**src/rtl/choose_multi_if.sv**
```systemverilog
// Controller-side bundle for the keep/discard decision engine.
interface choose_multi_if #(
    parameter int unsigned TARGET  = 15,
    parameter int unsigned NUM_W   = 3,
    parameter int unsigned PLAYERS = 2
);
    localparam int unsigned SCORE_W = $clog2(TARGET + 1);
    localparam int unsigned PW      = (PLAYERS > 1) ? $clog2(PLAYERS) : 1;

    logic                       pulse_i;
    logic [NUM_W-1:0]           num;
    logic [PW-1:0]              player;
    logic                       choice;
    logic                       confirm;
    logic [1:0]                 result;
    logic                       pulse_o;
    logic                       timed_out;
    logic                       busy;
    logic [PLAYERS*SCORE_W-1:0] scores;

    modport master (
        output pulse_i, num, player, choice, confirm,
        input  result, pulse_o, timed_out, busy, scores
    );

    modport slave (
        input  pulse_i, num, player, choice, confirm,
        output result, pulse_o, timed_out, busy, scores
    );
endinterface

```
**src/rtl/choose_multi.sv**
```systemverilog
// Keep/discard decision engine: owns per-player scores and resolves one roll per turn.
module choose_multi #(
    parameter int unsigned TARGET    = 15,
    parameter int unsigned NUM_W     = 3,
    parameter int unsigned FORCE_NUM = 6,
    parameter int unsigned PLAYERS   = 2,
    parameter int unsigned TIMEOUT   = 1000
) (
    input  logic          clk,
    input  logic          rst,
    input  logic          clear_i,
    choose_multi_if.slave bus
);
    localparam int unsigned SCORE_W = $clog2(TARGET + 1);
    localparam int unsigned PW      = (PLAYERS > 1) ? $clog2(PLAYERS) : 1;
    localparam int unsigned SUM_W   = SCORE_W + NUM_W + 1;
    localparam int unsigned TW      = (TIMEOUT > 0) ? $clog2(TIMEOUT + 1) : 1;
    localparam int unsigned TLAST   = (TIMEOUT > 0) ? TIMEOUT - 1 : 0;

    localparam logic [1:0] ResContinue = 2'b00;
    localparam logic [1:0] ResLost     = 2'b01;
    localparam logic [1:0] ResWon      = 2'b10;

    typedef enum logic [1:0] {StIdle, StCheck, StChoose, StHold} state_e;

    state_e             state_q, state_d;
    logic [TW-1:0]      timer_q, timer_d;
    logic [NUM_W-1:0]   num_q, num_d;
    logic [PW-1:0]      player_q, player_d;
    logic [SCORE_W-1:0] scores_q [PLAYERS];
    logic [SCORE_W-1:0] scores_d [PLAYERS];
    logic [1:0]         result_q, result_d;
    logic               pulse_q, pulse_d;
    logic               timed_out_q, timed_out_d;

    logic               do_keep, do_discard, expire;
    logic               player_valid;
    logic [SUM_W-1:0]   sum;

    // Next-state: turn FSM, score update on completion, clear override last.
    always_comb begin
        state_d     = state_q;
        timer_d     = timer_q;
        num_d       = num_q;
        player_d    = player_q;
        scores_d    = scores_q;
        result_d    = result_q;
        pulse_d     = 1'b0;
        timed_out_d = timed_out_q;
        do_keep     = 1'b0;
        do_discard  = 1'b0;
        expire      = 1'b0;
        // Out-of-range players complete as a discard without touching any score.
        player_valid = 32'(player_q) < PLAYERS;
        sum          = '0;
        if (player_valid) begin
            sum = SUM_W'(scores_q[player_q]) + SUM_W'(num_q);
        end

        unique case (state_q)
            StIdle: begin
                if (bus.pulse_i) begin
                    num_d    = bus.num;
                    player_d = bus.player;
                    state_d  = StCheck;
                end
            end
            StCheck: begin
                if (num_q == NUM_W'(FORCE_NUM)) begin
                    do_keep = 1'b1;
                    state_d = StIdle;
                end else begin
                    timer_d = '0;
                    state_d = StChoose;
                end
            end
            StChoose: begin
                // A confirm on the expiry cycle beats the timeout.
                if (bus.confirm) begin
                    state_d = StHold;
                end else if (TIMEOUT != 0 && timer_q == TW'(TLAST)) begin
                    do_discard = 1'b1;
                    expire     = 1'b1;
                    state_d    = StIdle;
                end else begin
                    timer_d = timer_q + TW'(1);
                end
            end
            StHold: begin
                // Choice is taken on the release cycle, not the press.
                if (!bus.confirm) begin
                    do_keep    = bus.choice;
                    do_discard = !bus.choice;
                    state_d    = StIdle;
                end
            end
            default: state_d = StIdle;
        endcase

        if (do_keep || do_discard) begin
            pulse_d     = 1'b1;
            timed_out_d = expire;
            result_d    = ResContinue;
            if (do_keep && player_valid) begin
                if (sum > SUM_W'(TARGET)) begin
                    result_d           = ResLost;
                    scores_d[player_q] = '0;
                end else if (sum == SUM_W'(TARGET)) begin
                    result_d           = ResWon;
                    scores_d[player_q] = SCORE_W'(TARGET);
                end else begin
                    scores_d[player_q] = SCORE_W'(sum);
                end
            end
        end

        // New game: drop the turn silently, keep the last reported result.
        if (clear_i) begin
            state_d     = StIdle;
            pulse_d     = 1'b0;
            result_d    = result_q;
            timed_out_d = timed_out_q;
            for (int p = 0; p < int'(PLAYERS); p++) begin
                scores_d[p] = '0;
            end
        end
    end

    // State registers with synchronous reset.
    always_ff @(posedge clk) begin
        if (rst) begin
            state_q     <= StIdle;
            timer_q     <= '0;
            num_q       <= '0;
            player_q    <= '0;
            result_q    <= ResContinue;
            pulse_q     <= 1'b0;
            timed_out_q <= 1'b0;
            for (int p = 0; p < int'(PLAYERS); p++) begin
                scores_q[p] <= '0;
            end
        end else begin
            state_q     <= state_d;
            timer_q     <= timer_d;
            num_q       <= num_d;
            player_q    <= player_d;
            result_q    <= result_d;
            pulse_q     <= pulse_d;
            timed_out_q <= timed_out_d;
            for (int p = 0; p < int'(PLAYERS); p++) begin
                scores_q[p] <= scores_d[p];
            end
        end
    end

    // Flatten the score array onto the output vector.
    always_comb begin
        bus.scores = '0;
        for (int p = 0; p < int'(PLAYERS); p++) begin
            bus.scores[p*SCORE_W +: SCORE_W] = scores_q[p];
        end
    end

    assign bus.result    = result_q;
    assign bus.pulse_o   = pulse_q;
    assign bus.timed_out = timed_out_q;
    assign bus.busy      = (state_q != StIdle);

endmodule

```
**src/flat_wrapper.sv**
```systemverilog
// flat-port wrapper written by rule: the top's interface ports become plain ports
module choose_multi_flat 
#(
    parameter int unsigned TARGET    = 15,
    parameter int unsigned NUM_W     = 3,
    parameter int unsigned FORCE_NUM = 6,
    parameter int unsigned PLAYERS   = 2,
    parameter int unsigned TIMEOUT   = 1000
)
  (clk, rst, clear_i, bus_pulse_i, bus_num, bus_player, bus_choice, bus_confirm, bus_result, bus_pulse_o, bus_timed_out, bus_busy, bus_scores);
  choose_multi_if #(.TARGET(TARGET), .NUM_W(NUM_W), .PLAYERS(PLAYERS)) bus_i ();
  input  logic clk;
  input  logic rst;
  input  logic clear_i;
  input wire logic [$bits(bus_i.pulse_i)-1:0] bus_pulse_i;
  input wire logic [$bits(bus_i.num)-1:0] bus_num;
  input wire logic [$bits(bus_i.player)-1:0] bus_player;
  input wire logic [$bits(bus_i.choice)-1:0] bus_choice;
  input wire logic [$bits(bus_i.confirm)-1:0] bus_confirm;
  output wire logic [$bits(bus_i.result)-1:0] bus_result;
  output wire logic [$bits(bus_i.pulse_o)-1:0] bus_pulse_o;
  output wire logic [$bits(bus_i.timed_out)-1:0] bus_timed_out;
  output wire logic [$bits(bus_i.busy)-1:0] bus_busy;
  output wire logic [$bits(bus_i.scores)-1:0] bus_scores;
  assign bus_i.pulse_i = bus_pulse_i;
  assign bus_i.num = bus_num;
  assign bus_i.player = bus_player;
  assign bus_i.choice = bus_choice;
  assign bus_i.confirm = bus_confirm;
  assign bus_result = bus_i.result;
  assign bus_pulse_o = bus_i.pulse_o;
  assign bus_timed_out = bus_i.timed_out;
  assign bus_busy = bus_i.busy;
  assign bus_scores = bus_i.scores;
  choose_multi #(.TARGET(TARGET), .NUM_W(NUM_W), .FORCE_NUM(FORCE_NUM), .PLAYERS(PLAYERS), .TIMEOUT(TIMEOUT)) u_core (.clk(clk), .rst(rst), .clear_i(clear_i), .bus(bus_i));
endmodule
```
**config.mk**
```make
export PLATFORM = sky130hd
export DESIGN_NAME = choose_multi_flat
export DESIGN_NICKNAME = d
export VERILOG_FILES = /design/src/rtl/choose_multi_if.sv /design/src/rtl/choose_multi.sv /design/src/flat_wrapper.sv
export SDC_FILE = /design/constraint.sdc
export NUM_CORES = 1
export LEC_CHECK = 0
export ABC_CLOCK_PERIOD_IN_PS = 3770
export BUFFER_PORTS_ARGS = -buffer_cell sky130_fd_sc_hd__buf_2
export CORE_MARGIN = 4
export CORE_UTILIZATION = 55
export CTS_CLUSTER_SIZE = 40
export DETAILED_ROUTE_END_ITERATION = 8
export PLACE_DENSITY = 0.86
export SYNTH_ARGS = -nofsm -noshare
export SYNTH_HDL_FRONTEND = slang
export SYNTH_SLANG_ARGS = --single-unit
```
**constraint.sdc**
```tcl
create_clock -name clk -period 3.77 [get_ports clk]
set_input_delay 0.377 -clock clk [delete_from_list [all_inputs] [get_ports clk]]
set_output_delay 0.377 -clock clk [all_outputs]
set_load 0.05 [all_outputs]
```
==> summary.md <==
| Metric | Value |
|---|---|
| Max VDD drop | `0.284 mV` |
| Hold_sp | `bus_num[2]` |
| CTS root buf | `clkbuf_4` |
| Net Switching | `0.127 mW` |
| Worst R2R Path Depth | `8` |
| Layout cell share with drive strength beyond 1 | `0.184` |
| Post-synth top flop | `dfxtp_1` |
| Critical R2R Launch | `u_core.player_q` |
| Total wire length | `3550 µm` |
| Part of the power in combinational logic | `0.087` |
| Post-synthesis async set-or-reset flop share | `0` |
| Die height | `62.3 µm` |
| Reg2Reg Setup Slack | `0.89 ns` |
| Synth area leader | `dfxtp_1` |
| Tmin final | `2.88 ns` |
| Hold WS | `0.267 ns` |
| Final period utilization | `0.765` |
| Worst Hold Endpoint | `u_core.num_q[2]` |
| Post-layout util | `0.647` |
| Synthesis-to-finish area growth | `11.1%` |
| Cells after Synth | `187` |
| Clk_skew | `0.00841 ns` |
| Max-slew headroom | `0.564` |
| P_int | `0.428 mW` |
| Initial antenna violation count | `0` |
| CTS Buf Count | `3` |
| CP max FO | `10` |
| Synth cell types | `51` |
| Syn_nets | `202` |
| Slew Viols, Final | `0` |
| Register area share after synthesis | `0.346` |
| # resized after CTS | `0` |
| Synth top area share | `0.346` |
| Leak pwr | `0.763 nW` |
| Crit Path Category | `reg -> reg` |
| WP data arrival | `3.17 ns` |
| Die area | `0.00388 mm²` |
| Number of max-cap violations | `0` |
| Nets | `223` |
| GRT overflow | `0` |
| YS warnings | `0` |
| Port Buffers | `22` |
| Die X | `62.3 µm` |
| Status | `finished clean` |
| DRT antenna net count | `0` |
| CP Capture Type | `register` |
| Number of global-route vias before repair | `1374` |
| Cts hold-fix bufs | `0` |
| Clock network power share | `0.361` |
| Fin. Hold Viols | `0` |
| Power per cell area | `308 mW/mm²` |
| Initial core utilization | `0.583` |
| Setup Total Neg Slack | `0 ns` |
| Clk slew on worst S/H paths | `0.16 ns` |
| Worst path required time | `4.06 ns` |
| CTS Sinks | `28` |
| First-pass GRT wire length | `6090 µm` |
| Mapped cell area | `0.00162 mm²` |
| Worst-Skew Late Latency | `0.34 ns` |
| I/O pin cnt | `23` |
| DR pass1 iterations | `4` |
| Sw Share | `0.228` |
| WHS Path Cells | `3` |
| DR vias | `1450` |
| Vias per cell | `6.09` |
| Startpoint class of the critical path | `register` |
| Setup Buffers After CTS | `0` |
| RSZ-0062 raised after global routing | `no` |
| H-tree depth | `1` |
| Initial DRC count | `73` |
| Number of synthesized flops with an enable pin | `0` |
| Wire length per cell | `14.9 µm` |
| Post-route DRC | `0` |
| Fmax | `347 MHz` |
| Core area | `0.00278 mm²` |
| Hold Crit Class | `in -> reg` |
| Largest net degree at the start of global routing | `17` |
| Tightest Pin Transition | `0.647 ns` |
| Final GP Congestion | `0.842` |
| # rows | `19` |
| Diodes inserted | `0` |
| Clk buf depth | `2` |
| Syn_area_per_cell | `8.66 µm²` |
| Total GRT Usage | `0.184` |
| Synth top area cells | `dfxtp_1, a21oi_1, nor2_1` |
| HPWL after DPL | `2710 µm` |
| FF-to-FF End | `u_core.bus.scores[4]` |
| Reg power frac | `0.552` |
| Final Setup Violations | `0` |
| Number of synthesized register bits | `28` |
| CTS tree | `yes` |
## Yosys cell counts (all sizes together) (2+ instances only)
master and n:
o31ai 2, nand3b 2, xnor2 8, a21o 4, nor2 22, buf 4
nand3 4, a31oi 3, nand2 7, and2 4, nand4 3, mux2 5
a21boi 4, ha 4, a22o 3, o21ai 13, or2 4, mux2i 4
a211oi 4, dfxtp 28, inv 5, clkbuf 3, and3 2, nand2b 3
nor3b 2, a21oi 20
## kinds of logic (layout without fill, tap and decap cells)
| logic type | count (synthesis) | in the layout | share of synthesized area |
|---|---|---|---|
| flops | 28 | 28 | 0.346 |
| mux | 9 | 9 | 0.0595 |
| simple gates | 61 | 61 | 0.211 |
| compound gates | 64 | 64 | 0.268 |
| buf+inv | 12 | 32 | 0.0293 |
| fa+ha+maj | 5 | 5 | 0.0432 |
| xor+xnor | 8 | 8 | 0.0432 |
## layer usage
metal	vias to the layer above	part of all wire	global-route usage	routed length, µm
li1	735	-	-	-
met1	667	0.43	0.216	1510
met2	42	0.51	0.337	1800
met3	6	0.054	0.0414	192
met4	0	0.010	0.0424	36
met5	-	0	0	0
## worst max-delay path: stages (launching register included)
cell,delay [ns]
dfxtp_1,0.52
buf_4,0.23
mux2_2,0.38
fa_1,0.47
xnor2_1,0.18
nor2_1,0.35
o21ai_1,0.21
a31oi_1,0.31
a22o_1,0.19
## layout by cell type, fill, tap and decap left out, types with 5 or more instances in the layout
cell / count
a21oi_1: 20
buf_2: 22
dfxtp_1: 28
inv_1: 5
mux2_2: 5
nand2_1: 7
nor2_1: 22
o21ai_0: 12
xnor2_1: 8
## stage by stage
step	cells	instance area (µm²)	worst slack (ns)	power, mW
6_report	238	1800	0.887	0.555
5_1_grt	238	1800	0.715	0.578
3_3_place_gp	234	1750	1.05	0.359
4_1_cts	238	1800	0.925	0.557
3_5_place_dp	234	1750	0.971	0.360
2_1_floorplan	187	1620	0.913	0.346
## how the worst max path moves through the flow
| stage | start | end | slack [ns] | depth (start not counted) |
|---|---|---|---|---|
| 2_1_floorplan | u_core.player_q | u_core.bus.scores[3] | 0.91 | 10 |
| 3_3_place_gp | u_core.player_q | u_core.bus.scores[4] | 1.05 | 8 |
| 3_5_place_dp | u_core.player_q | u_core.bus.scores[5] | 0.97 | 8 |
| 4_1_cts | u_core.player_q | u_core.bus.scores[4] | 0.92 | 8 |
| 5_1_grt | u_core.player_q | u_core.bus.scores[5] | 0.71 | 8 |
| 6_report | u_core.player_q | u_core.bus.scores[4] | 0.89 | 8 |
## sequential cells by signal (all words and copies together) (netlist names)
| register | flops |
|---|---|
| u_core.timer_q | 10 |
| u_core.bus.result | 2 |
| u_core.bus.timed_out | 1 |
| u_core.bus.scores | 8 |
| u_core.bus.pulse_o | 1 |
| u_core.player_q | 1 |
| u_core.state_q | 2 |
| u_core.num_q | 3 |
## area by class of cell
type	count	area (µm²)
Clock buffer	3	22.5
Fill cell	242	981
Multi-Input combinational cell	147	1010
Tap cell	31	38.8
Sequential cell	28	561
Timing Repair Buffer	23	118
Inverter	5	18.8
Clock inverter	1	30.0
## power groups by stage
stage / sequential (mW) / combinational [mW] / clock, mW
after global placement: 0.312 / 0.0472 / 0
after global routing: 0.307 / 0.0528 / 0.218
after CTS: 0.306 / 0.0481 / 0.202
final: 0.306 / 0.0483 / 0.200
after floorplan: 0.310 / 0.0362 / 0
after detailed placement: 0.312 / 0.0475 / 0
No activity file was read; power rests on OpenSTA's default activity.
